### src/rtl/mips31_pkg.sv
// Shared constants and types for the MIPS front end: reset PC, NOP encoding,
// PC increment and the {pc, instr} entry carried through the fetch queue.
package mips31_pkg;

    localparam logic [31:0] RESET_PC_DEFAULT = 32'h0040_0000;
    localparam logic [31:0] INSTR_NOP        = 32'h0000_0000;
    localparam logic [31:0] PC_INCR          = 32'd4;

    typedef struct packed {
        logic [31:0] pc;
        logic [31:0] instr;
    } fetch_entry_t;

    function automatic logic [31:0] align_word(input logic [31:0] addr);
        return {addr[31:2], 2'b00};
    endfunction

endpackage

### src/rtl/pc_fetch_unit_if.sv
// Instruction-memory read port: the fetch unit drives strobe and address,
// the memory returns data one cycle after each strobe.
interface pc_fetch_unit_if;

    logic        imem_en;
    logic [31:0] imem_addr;
    logic [31:0] imem_rdata;

    modport master (
        output imem_en,
        output imem_addr,
        input  imem_rdata
    );

    modport slave (
        input  imem_en,
        input  imem_addr,
        output imem_rdata
    );

endinterface

### src/rtl/pc_fetch_unit_fetch_queue.sv
// Two-entry {pc, instr} FIFO between the IMEM response and the IF/ID register,
// with same-cycle push/pop and a flush that empties it for redirects.
module fetch_queue
    import mips31_pkg::*;
(
    input  logic         clk,
    input  logic         reset,
    input  logic         push_i,
    input  fetch_entry_t push_data_i,
    input  logic         pop_i,
    input  logic         flush_i,
    output logic [1:0]   count_o,
    output fetch_entry_t head_o
);

    fetch_entry_t head_q, head_d;
    fetch_entry_t tail_q, tail_d;
    logic [1:0]   count_q, count_d;

    always_comb begin
        // NOTE: every signal gets a default before the branches so no path leaves one unassigned (no latch).
        head_d  = head_q;
        tail_d  = tail_q;
        count_d = count_q;
        if (flush_i) begin
            count_d = 2'd0;
        end else begin
            case ({push_i, pop_i})
                2'b10: begin
                    if (count_q == 2'd0) begin
                        head_d = push_data_i;
                    end else begin
                        tail_d = push_data_i;
                    end
                    count_d = count_q + 2'd1;
                end
                2'b01: begin
                    head_d  = tail_q;
                    count_d = count_q - 2'd1;
                end
                2'b11: begin
                    if (count_q == 2'd1) begin
                        head_d = push_data_i;
                    end else begin
                        head_d = tail_q;
                        tail_d = push_data_i;
                    end
                end
                default: ;
            endcase
        end
    end

    // NOTE: state registers use non-blocking assignments so all flops update together at the edge.
    always_ff @(posedge clk) begin
        if (reset) begin
            count_q <= 2'd0;
        end else begin
            count_q <= count_d;
        end
    end

    // NOTE: payload slots carry no reset; count alone decides which slots hold live data.
    always_ff @(posedge clk) begin
        head_q <= head_d;
        tail_q <= tail_d;
    end

    assign count_o = count_q;
    assign head_o  = head_q;

endmodule

### src/rtl/pc_fetch_unit.sv
// Instruction fetch front end: issues sequential IMEM reads, queues responses,
// handles redirects. Optional bubble counter enabled by FETCH_BUBBLE_CNT_EN.
module pc_fetch_unit
    import mips31_pkg::*;
#(
    parameter logic [31:0] RESET_PC = RESET_PC_DEFAULT
) (
    input  logic             clk,
    input  logic             reset,
    input  logic             if_ena,
    input  logic             redirect_valid,
    input  logic [31:0]      redirect_pc,
    pc_fetch_unit_if.master  imem,
    output logic             if_valid,
    output logic [31:0]      if_pc_out,
    output logic [31:0]      if_instr_out
`ifdef FETCH_BUBBLE_CNT_EN
    ,
    output logic [31:0]      fetch_bubble_cnt
`endif
);

    logic [31:0]  fetch_pc_q, fetch_pc_d;
    logic         inflight_q, inflight_d;
    logic [31:0]  inflight_pc_q, inflight_pc_d;
    logic [1:0]   count;
    logic [2:0]   occupancy;
    fetch_entry_t head;
    fetch_entry_t push_data;
    logic         pop;
    logic         issue;
    logic         push;

    assign pop       = if_ena & if_valid;
    assign occupancy = {1'b0, count} + {2'b00, inflight_q};
    // A slot freed by this cycle's pop may already be claimed by a new issue.
    assign issue     = !reset && !redirect_valid && (occupancy < (3'd2 + {2'b00, pop}));
    assign push      = inflight_q && !redirect_valid;
    assign push_data = '{pc: inflight_pc_q, instr: imem.imem_rdata};

    fetch_queue u_fetch_queue (
        .clk         (clk),
        .reset       (reset),
        .push_i      (push),
        .push_data_i (push_data),
        .pop_i       (pop),
        .flush_i     (redirect_valid),
        .count_o     (count),
        .head_o      (head)
    );

    always_comb begin
        fetch_pc_d    = fetch_pc_q;
        inflight_pc_d = inflight_pc_q;
        inflight_d    = issue;
        if (redirect_valid) begin
            fetch_pc_d = align_word(redirect_pc);
        end else if (issue) begin
            fetch_pc_d    = fetch_pc_q + PC_INCR;
            inflight_pc_d = fetch_pc_q;
        end
    end

    always_ff @(posedge clk) begin
        if (reset) begin
            fetch_pc_q    <= RESET_PC;
            inflight_q    <= 1'b0;
            inflight_pc_q <= '0;
        end else begin
            fetch_pc_q    <= fetch_pc_d;
            inflight_q    <= inflight_d;
            inflight_pc_q <= inflight_pc_d;
        end
    end

    assign imem.imem_en   = issue;
    assign imem.imem_addr = fetch_pc_q;

    assign if_valid     = (count != 2'd0);
    assign if_pc_out    = if_valid ? head.pc    : 32'h0;
    assign if_instr_out = if_valid ? head.instr : INSTR_NOP;

`ifdef FETCH_BUBBLE_CNT_EN
    logic [31:0] bubble_cnt_q, bubble_cnt_d;

    always_comb begin
        bubble_cnt_d = bubble_cnt_q;
        if (if_ena && !if_valid && !redirect_valid) begin
            bubble_cnt_d = bubble_cnt_q + 32'd1;
        end
    end

    always_ff @(posedge clk) begin
        if (reset) begin
            bubble_cnt_q <= '0;
        end else begin
            bubble_cnt_q <= bubble_cnt_d;
        end
    end

    assign fetch_bubble_cnt = bubble_cnt_q;
`endif

endmodule
### src/flat_wrapper.sv
// flat-port wrapper written by rule: the top's interface ports become plain ports
module pc_fetch_unit_flat import mips31_pkg::*;
#(
    parameter logic [31:0] RESET_PC = RESET_PC_DEFAULT
)
  (clk, reset, if_ena, redirect_valid, redirect_pc, if_valid, if_pc_out, if_instr_out, imem_imem_en, imem_imem_addr, imem_imem_rdata);
  pc_fetch_unit_if imem_i ();
  input  logic clk;
  input  logic reset;
  input  logic if_ena;
  input  logic redirect_valid;
  input  logic [31:0] redirect_pc;
  output logic if_valid;
  output logic [31:0] if_pc_out;
  output logic [31:0] if_instr_out;
  output wire logic [$bits(imem_i.imem_en)-1:0] imem_imem_en;
  output wire logic [$bits(imem_i.imem_addr)-1:0] imem_imem_addr;
  input wire logic [$bits(imem_i.imem_rdata)-1:0] imem_imem_rdata;
  assign imem_imem_en = imem_i.imem_en;
  assign imem_imem_addr = imem_i.imem_addr;
  assign imem_i.imem_rdata = imem_imem_rdata;
  pc_fetch_unit #(.RESET_PC(RESET_PC)) u_core (.clk(clk), .reset(reset), .if_ena(if_ena), .redirect_valid(redirect_valid), .redirect_pc(redirect_pc), .imem(imem_i), .if_valid(if_valid), .if_pc_out(if_pc_out), .if_instr_out(if_instr_out));
endmodule
### config.mk
export PLATFORM = sky130hd
export DESIGN_NAME = pc_fetch_unit_flat
export DESIGN_NICKNAME = d
export VERILOG_FILES = /design/src/rtl/mips31_pkg.sv /design/src/rtl/pc_fetch_unit_if.sv /design/src/rtl/pc_fetch_unit_fetch_queue.sv /design/src/rtl/pc_fetch_unit.sv /design/src/flat_wrapper.sv
export SDC_FILE = /design/constraint.sdc
export NUM_CORES = 1
export LEC_CHECK = 0
export ABC_AREA = 1
export CORE_ASPECT_RATIO = 1.5
export CORE_MARGIN = 1
export CORE_UTILIZATION = 52
export CTS_BUF_LIST = sky130_fd_sc_hd__clkbuf_16
export DETAILED_ROUTE_END_ITERATION = 8
export PLACE_DENSITY = 0.79
export SETUP_SLACK_MARGIN = 0.4
export SKIP_LAST_GASP = 1
export SLEW_MARGIN = 30
export SYNTH_ARGS = -nofsm -noshare
export SYNTH_HDL_FRONTEND = slang
export SYNTH_SLANG_ARGS = --single-unit
### constraint.sdc
create_clock -name clk -period 6.05 [get_ports clk]
set_clock_uncertainty 0.15 [all_clocks]
set_input_delay 1.21 -clock clk [delete_from_list [all_inputs] [get_ports clk]]
set_output_delay 1.21 -clock clk [all_outputs]
set_load 0.03 [all_outputs]
==> key figures <==
Pwr
  • Lkg Pwr: between 4 and 5 nW
  • Worst VDD drop: 0.246 mV
  • Power Dens Cells: between 200 and 300 nW/um2

Synthesis
  • Largest family of logic cells by synthesized area: simple AND/OR/NAND/NOR gates
  • Syn Inst Count: 985
  • Top_reg_cell synth: edfxtp_1
  • Post-synthesis mux area share: 0%
  • Top post-synthesis cells by count: nand2_1 (207), nor2_1 (140), edfxtp_1 (124), inv_1 (124), o21ai_0 (120)
  • Synth cell types: 35
  • Post-Syn Area per Cell: 8.76 um2
  • Mapped Area: 8630 um2
  • Count leader, synth: nand2_1
  • Yosys warns: 0
  • Post-synth top area share: 43.2%
  • Simple-Gate Fraction of Synth Area: 17.7%
  • Synth Area in XOR/XNOR: 1.73%
  • EDFF count, synth: ~120
  • Synth async-reset ratio: 0%
  • Synth Area in Adders: around 1.3%
  • Area leader, netlist: edfxtp_1
  • Yosys reg bits: 187
  • Ranking of synthesized cells by area: edfxtp_1 (43%), dfxtp_1 (15%), nand2_1 (9.0%)
  • Synth Area in Compound Gates: 12.5%
  • Post-synthesis sequential area ratio: 57.8%

Detailed routing
  • WL/cell: about 15 um
  • Drt first pass iters: 5
  • DRC violations left: 0
  • Vias/cell: 5.28
  • Top sig layer: met4
  • Final wirelength: 20300 um
  • M1 WL: 8230 um
  • Antenna viol nets, final: 0
  • Met3 wire length: 1260 um
  • Drt first-iter violations: 483
  • Met2 WL: 10300 um
  • Vias: about 7100

Place
  • PortBufs: between 150 and 200
  • DP Worst Slack: 1.43 ns
  • Post-DP HPWL: 13800 um
  • Cell Area, Placed: 10400 um2
  • Global placement routability congestion: 0.900

Timing
  • Final setup violation count: 0
  • Worst Max-Slew Pin Slew: 0.909 ns
  • Fmax achieved: ~0.21 GHz
  • Final Cycle Share: 77.1%
  • Final Worst Setup Slack: 1.39 ns
  • Slew Limit Fails: 0
  • Final min period: between 4 and 5 ns
  • Slew Limit Headroom: between 30% and 40%
  • RSZ-0062 raised after global routing: no
  • Setup tns final: 0 ns
  • Final hold vios: 0

Cells and area
  • # diodes: 0
  • Final nets: roughly 1200
  • Design Area, Final: between 10000 and 15000 um2
  • Fraction of layout cells with a size suffix above 1: 6.24%
  • Filler instances: 1243
  • Area growth from synthesis to layout: 27.3%
  • Utilization after layout: 67.9%

Floorplanning
  • Die height: approximately 160 um
  • Total core area: 16200 um2
  • Starting Density: 53.3%
  • Row count: 57
  • # IOs: ~170
  • Die area: about 17000 um2
  • Die X: 107 um

Clocking
  • CTS tree: done
  • TritonCTS Buffers: 17
  • CTS resizes: 0
  • Clk Latency, worst-skew pair: 0.42 ns
  • Clock Sinks: 187
  • Clk buf depth: 2
  • Cts hold-fix bufs: 0
  • Setup bufs post-CTS: 0
  • CTS clock-pin slew for the worst setup and hold paths: roughly 0.06 ns
  • Htree depth: 4
  • Root buffer cell: clkbuf_16

Worst setup path
  • CP startpoint kind: primary input
  • Crit path kind: primary input to primary output
  • CP Capture Type: primary output
  • Crit-path max FO: 35
  • Worst path required time: 4.69 ns
  • RR Startpoint: u_core.u_fetch_queue.count_o[0]$_SDFFE_PP0P_
  • Reg2Reg Depth: 12
  • Reg2reg end: u_core.u_fetch_queue.tail_q[3]$_DFFE_PP_
  • Worst R2R Setup Slack: 2.15 ns
  • CP arrival: between 3 and 4 ns

Global routing
  • Initial antenna violation count: 0
  • Largest net degree at the start of global routing: 64
  • Vias in the first global route: 6620
  • First-pass GRT wire length: 32500 um
  • Grt ovf: 0
  • Total Routing Usage GR: 24.1%

Hold path
  • Worst min-delay path class: register to register
  • Hold EP: u_core.u_fetch_queue.tail_q[38]$_DFFE_PP_
  • Hold depth: 0
  • Worst Hold Launch: u_core.inflight_pc_q[6]$_SDFFE_PP0P_

Status
  • Status: complete, no violations

Job
  • MaxCap Viol Count: 0
## worst max-delay path by stage
| stage | start | end | depth (start not counted) |
|---|---|---|---|
| 2_1_floorplan | if_ena | u_core.u_fetch_queue.tail_q[0]$_DFFE_PP_ | 8 |
| 3_3_place_gp | reset | imem_imem_en | 8 |
| 3_5_place_dp | reset | imem_imem_en | 8 |
| 4_1_cts | reset | imem_imem_en | 8 |
| 5_1_grt | reset | imem_imem_en | 8 |
| 6_report | reset | imem_imem_en | 8 |
## stage by stage
| stage | hold WS (ns) | power, mW | std cells |
|---|---|---|---|
| final | 0.278 | 2.94 | 1344 |
| after global routing | 0.287 | 3.04 | 1344 |
| after CTS | 0.279 | 2.95 | 1344 |
| after detailed placement | 0.265 | 1.83 | 1312 |
| after global placement | 0.259 | 1.82 | 1310 |
| after floorplan | 0.258 | 1.68 | 988 |
## metal layers
| layer | vias to the layer above | track usage, % |
|---|---|---|
| li1 | 3480 | - |
| met1 | 3283 | 30.0 |
| met2 | 295 | 41.5 |
| met3 | 35 | 3.76 |
| met4 | 0 | 9.90 |
| met5 | - | 0 |
## report_power, final
group	switching (mW)	internal, mW	total, mW
logic	0.212	0.146	0.357
clock network	0.506	0.625	1.13
registers	0.0392	1.41	1.45
total	0.757	2.18	2.94
## kinds of logic (layout without fill, tap and decap cells)
family | Yosys count | after routing
adders and majority gates | 9 | 9
buffers and inverters | 185 | 335
other | 1 | 4
and+or+nand+nor | 381 | 381
DFF | 187 | 187
xor gates and xnor gates | 17 | 17
AOI/OAI and AO/OA | 205 | 205
## sequential cells by signal (all words and copies together), names as in the netlist
name	count
u_core.imem.imem_addr	30
u_core.inflight_pc_q	30
u_core.inflight_q	1
u_core.u_fetch_queue.count_o	2
u_core.u_fetch_queue.head_o	62
u_core.u_fetch_queue.tail_q	62
## critical path, stage by stage
cell,delay (ns)
clkdlybuf4s50_1,0.39
buf_4,0.25
inv_4,0.27
nand2_1,0.17
nor2_1,0.16
nand2_2,0.08
inv_2,0.06
clkdlybuf4s50_1,0.70
## cells in the final DEF (no fill, tap or decap), types with 3 or more instances in the layout
cell type	n
a21oi_1	46
buf_4	9
clkbuf_16	17
clkdlybuf4s50_1	159
conb_1	4
dfxtp_1	63
edfxtp_1	124
ha_1	8
inv_1	124
inv_2	5
inv_4	3
inv_6	6
inv_8	3
nand2_1	207
nand2_2	3
nand3_1	16
nand4_1	3
nor2_1	136
nor2_2	5
nor2_4	5
o211ai_1	3
o21ai_0	120
o21ai_1	8
o22ai_1	21
xnor2_1	3
xor2_1	14
## layout make-up
type                            instances  area [um2]  area share [%]
Clock buffer                           17         425            3.87
Clock inverter                         15         173            1.57
Inverter                              132         503            4.58
Multi-Input combinational cell        616        2910            26.5
Sequential cell                       187        4980            45.4
Tap cell                              206         258            2.35
Timing Repair Buffer                  171        1730            15.8
Power figures use the tool's default switching activity.
==> RTL change: new RTL, config.mk and constraints unchanged <==
Register the outputs `if_pc_out` and `if_instr_out`, without a reset; this adds one clock of latency there. The other outputs are not delayed to match.
--- a/src/rtl/pc_fetch_unit.sv
+++ b/src/rtl/pc_fetch_unit.sv
@@ -77,8 +77,10 @@
     assign imem.imem_addr = fetch_pc_q;
 
     assign if_valid     = (count != 2'd0);
-    assign if_pc_out    = if_valid ? head.pc    : 32'h0;
-    assign if_instr_out = if_valid ? head.instr : INSTR_NOP;
+    always_ff @(posedge clk) begin
+        if_pc_out    <= if_valid ? head.pc    : 32'h0;
+        if_instr_out <= if_valid ? head.instr : INSTR_NOP;
+    end
 
 `ifdef FETCH_BUBBLE_CNT_EN
     logic [31:0] bubble_cnt_q, bubble_cnt_d;
Function: changed (Yosys sat finds a counterexample within 4 cycles, from zero or initial values and one cycle with reset high).
==> RTL change against the original RTL <==
- via count increased by 4.3%
- worst setup slack improved by 0.13 ns
- final area rose by 13%
- non-clock buffer count fell by 1
- sequential cell count increased by 62
- sequential share of layout area up 4.8 points
- global-route usage fell by 2.4 points
- utilization fell by 0.93 points
- synthesized area increased by 14%
- synthesized cell count up 5.4%
- total power increased by 25%
- routed wire length is 2.6% higher
- die area increased by 14%
- cell count increased by 7.7%
==> RTL change: results (changes against the original RTL) <==
[pwr]
pwr-share-clk_pct = 39.2  ; was 38.5%
vdd_drop_max_uv = 181  ; was 246 uV
cellLeakagePower_nw = 4.76  ; was 4.15 nW

[run_status]
status = finished, final reports clean  ; unchanged

[clocking]
cts_buffer_depth = 3  ; was 2
ctsHtreeMaxLevel = 1  ; was 4

[final_layout]
multi_input_area_share_pct = 23.5  ; was 26.5%
n_all_buffers = 170  ; was 171
sh_seq_area_pct = 50.2  ; was 45.4%
fillers = 1458  ; was 1243
clkbuf_count = 24  ; was 17
final_net_count = 1257  ; was 1202

[grt]
grtUsageTotal_pct = 21.8  ; was 24.1%
grt_pass1_vias = 6835  ; was 6620
grtUsageMet2_pct = 39.8  ; was 41.5%
grt_pass1_wl_mm = 33.7  ; was 32.5 mm

[logic_synthesis]
ys_types = 33  ; was 35
synth_top_cell_area_share_pct = 37.8  ; was 43.2%
ys_seq_elements = 249  ; was 187
synthTopCellsByCount = nand2_1 (174), o21ai_0 (146), nor2_1 (136)  ; was nand2_1 (207), nor2_1 (140), edfxtp_1 (124), inv_1 (124), o21ai_0 (120)
yosysSeqAreaShare_pct = 63.2  ; was 57.8%
synth_ff_type = dfxtp_1  ; was edfxtp_1

[critical_path]
slowest_delay_ns = 0.67  ; was 0.70 ns
path_max_fanout = 38  ; was 35

[route]
num_vias = 7398  ; was 7093
drt_iter0_drc = 634  ; was 483

[timing]
max_slew.worst_pin.slew_ns = 0.883  ; was 0.909 ns

[place]
hpwl_mm = 14.0  ; was 13.8 mm

[RTL change: metrics by stage]
step | util (%) | power (mW) | setup slack [ns] | hold slack [ns] | instances
3_5_place_dp | 62.8 | 2.27 | 1.48 | 0.264 | 1408
5_1_grt | 66.9 | 3.80 | 1.37 | 0.283 | 1448
3_3_place_gp | 62.7 | 2.25 | 1.49 | 0.259 | 1407
2_1_floorplan | - | 2.11 | 0.647 | 0.258 | 1041
4_1_cts | 66.9 | 3.69 | 1.48 | 0.279 | 1448
6_report | 66.9 | 3.67 | 1.51 | 0.279 | 1448
[RTL change: worst paths after layout]
| check | endpoint | cells after the start | slack [ns] | from |
|---|---|---|---|---|
| min reg2reg | u_core.u_fetch_queue.tail_q[36]$_DFFE_PP_ | 0 | 0.28 | u_core.inflight_pc_q[4]$_SDFFE_PP0P_ |
| max reg2reg | u_core.u_fetch_queue.tail_q[3]$_DFFE_PP_ | 12 | 2.25 | u_core.u_fetch_queue.count_o[0]$_SDFFE_PP0P_ |
| max | imem_imem_en | 7 | 1.51 | reset |
| min | u_core.u_fetch_queue.tail_q[36]$_DFFE_PP_ | 0 | 0.28 | u_core.inflight_pc_q[4]$_SDFFE_PP0P_ |
[RTL change: logic make-up (layout without fill, tap and decap cells)]
| kind of cell | Yosys count | count (layout) | synth area share, % |
|---|---|---|---|
| AND/OR/NAND/NOR | 370 | 370 | 15.8 |
| flip-flops | 249 | 249 | 63.2 |
| AO/OA/AOI/OAI | 216 | 216 | 11.4 |
| buffers and inverters | 184 | 339 | 7.63 |
| adder cells (fa/ha/maj) | 9 | 9 | 1.14 |
| XOR/XNOR | 9 | 9 | 0.800 |
| other | 1 | 4 | 0.0381 |
[RTL change: per-layer routing]
metal,vias up,routed length [um]
li1,3672,-
met1,3390,8270
met2,299,10800
met3,37,1210
met4,0,506
met5,-,0
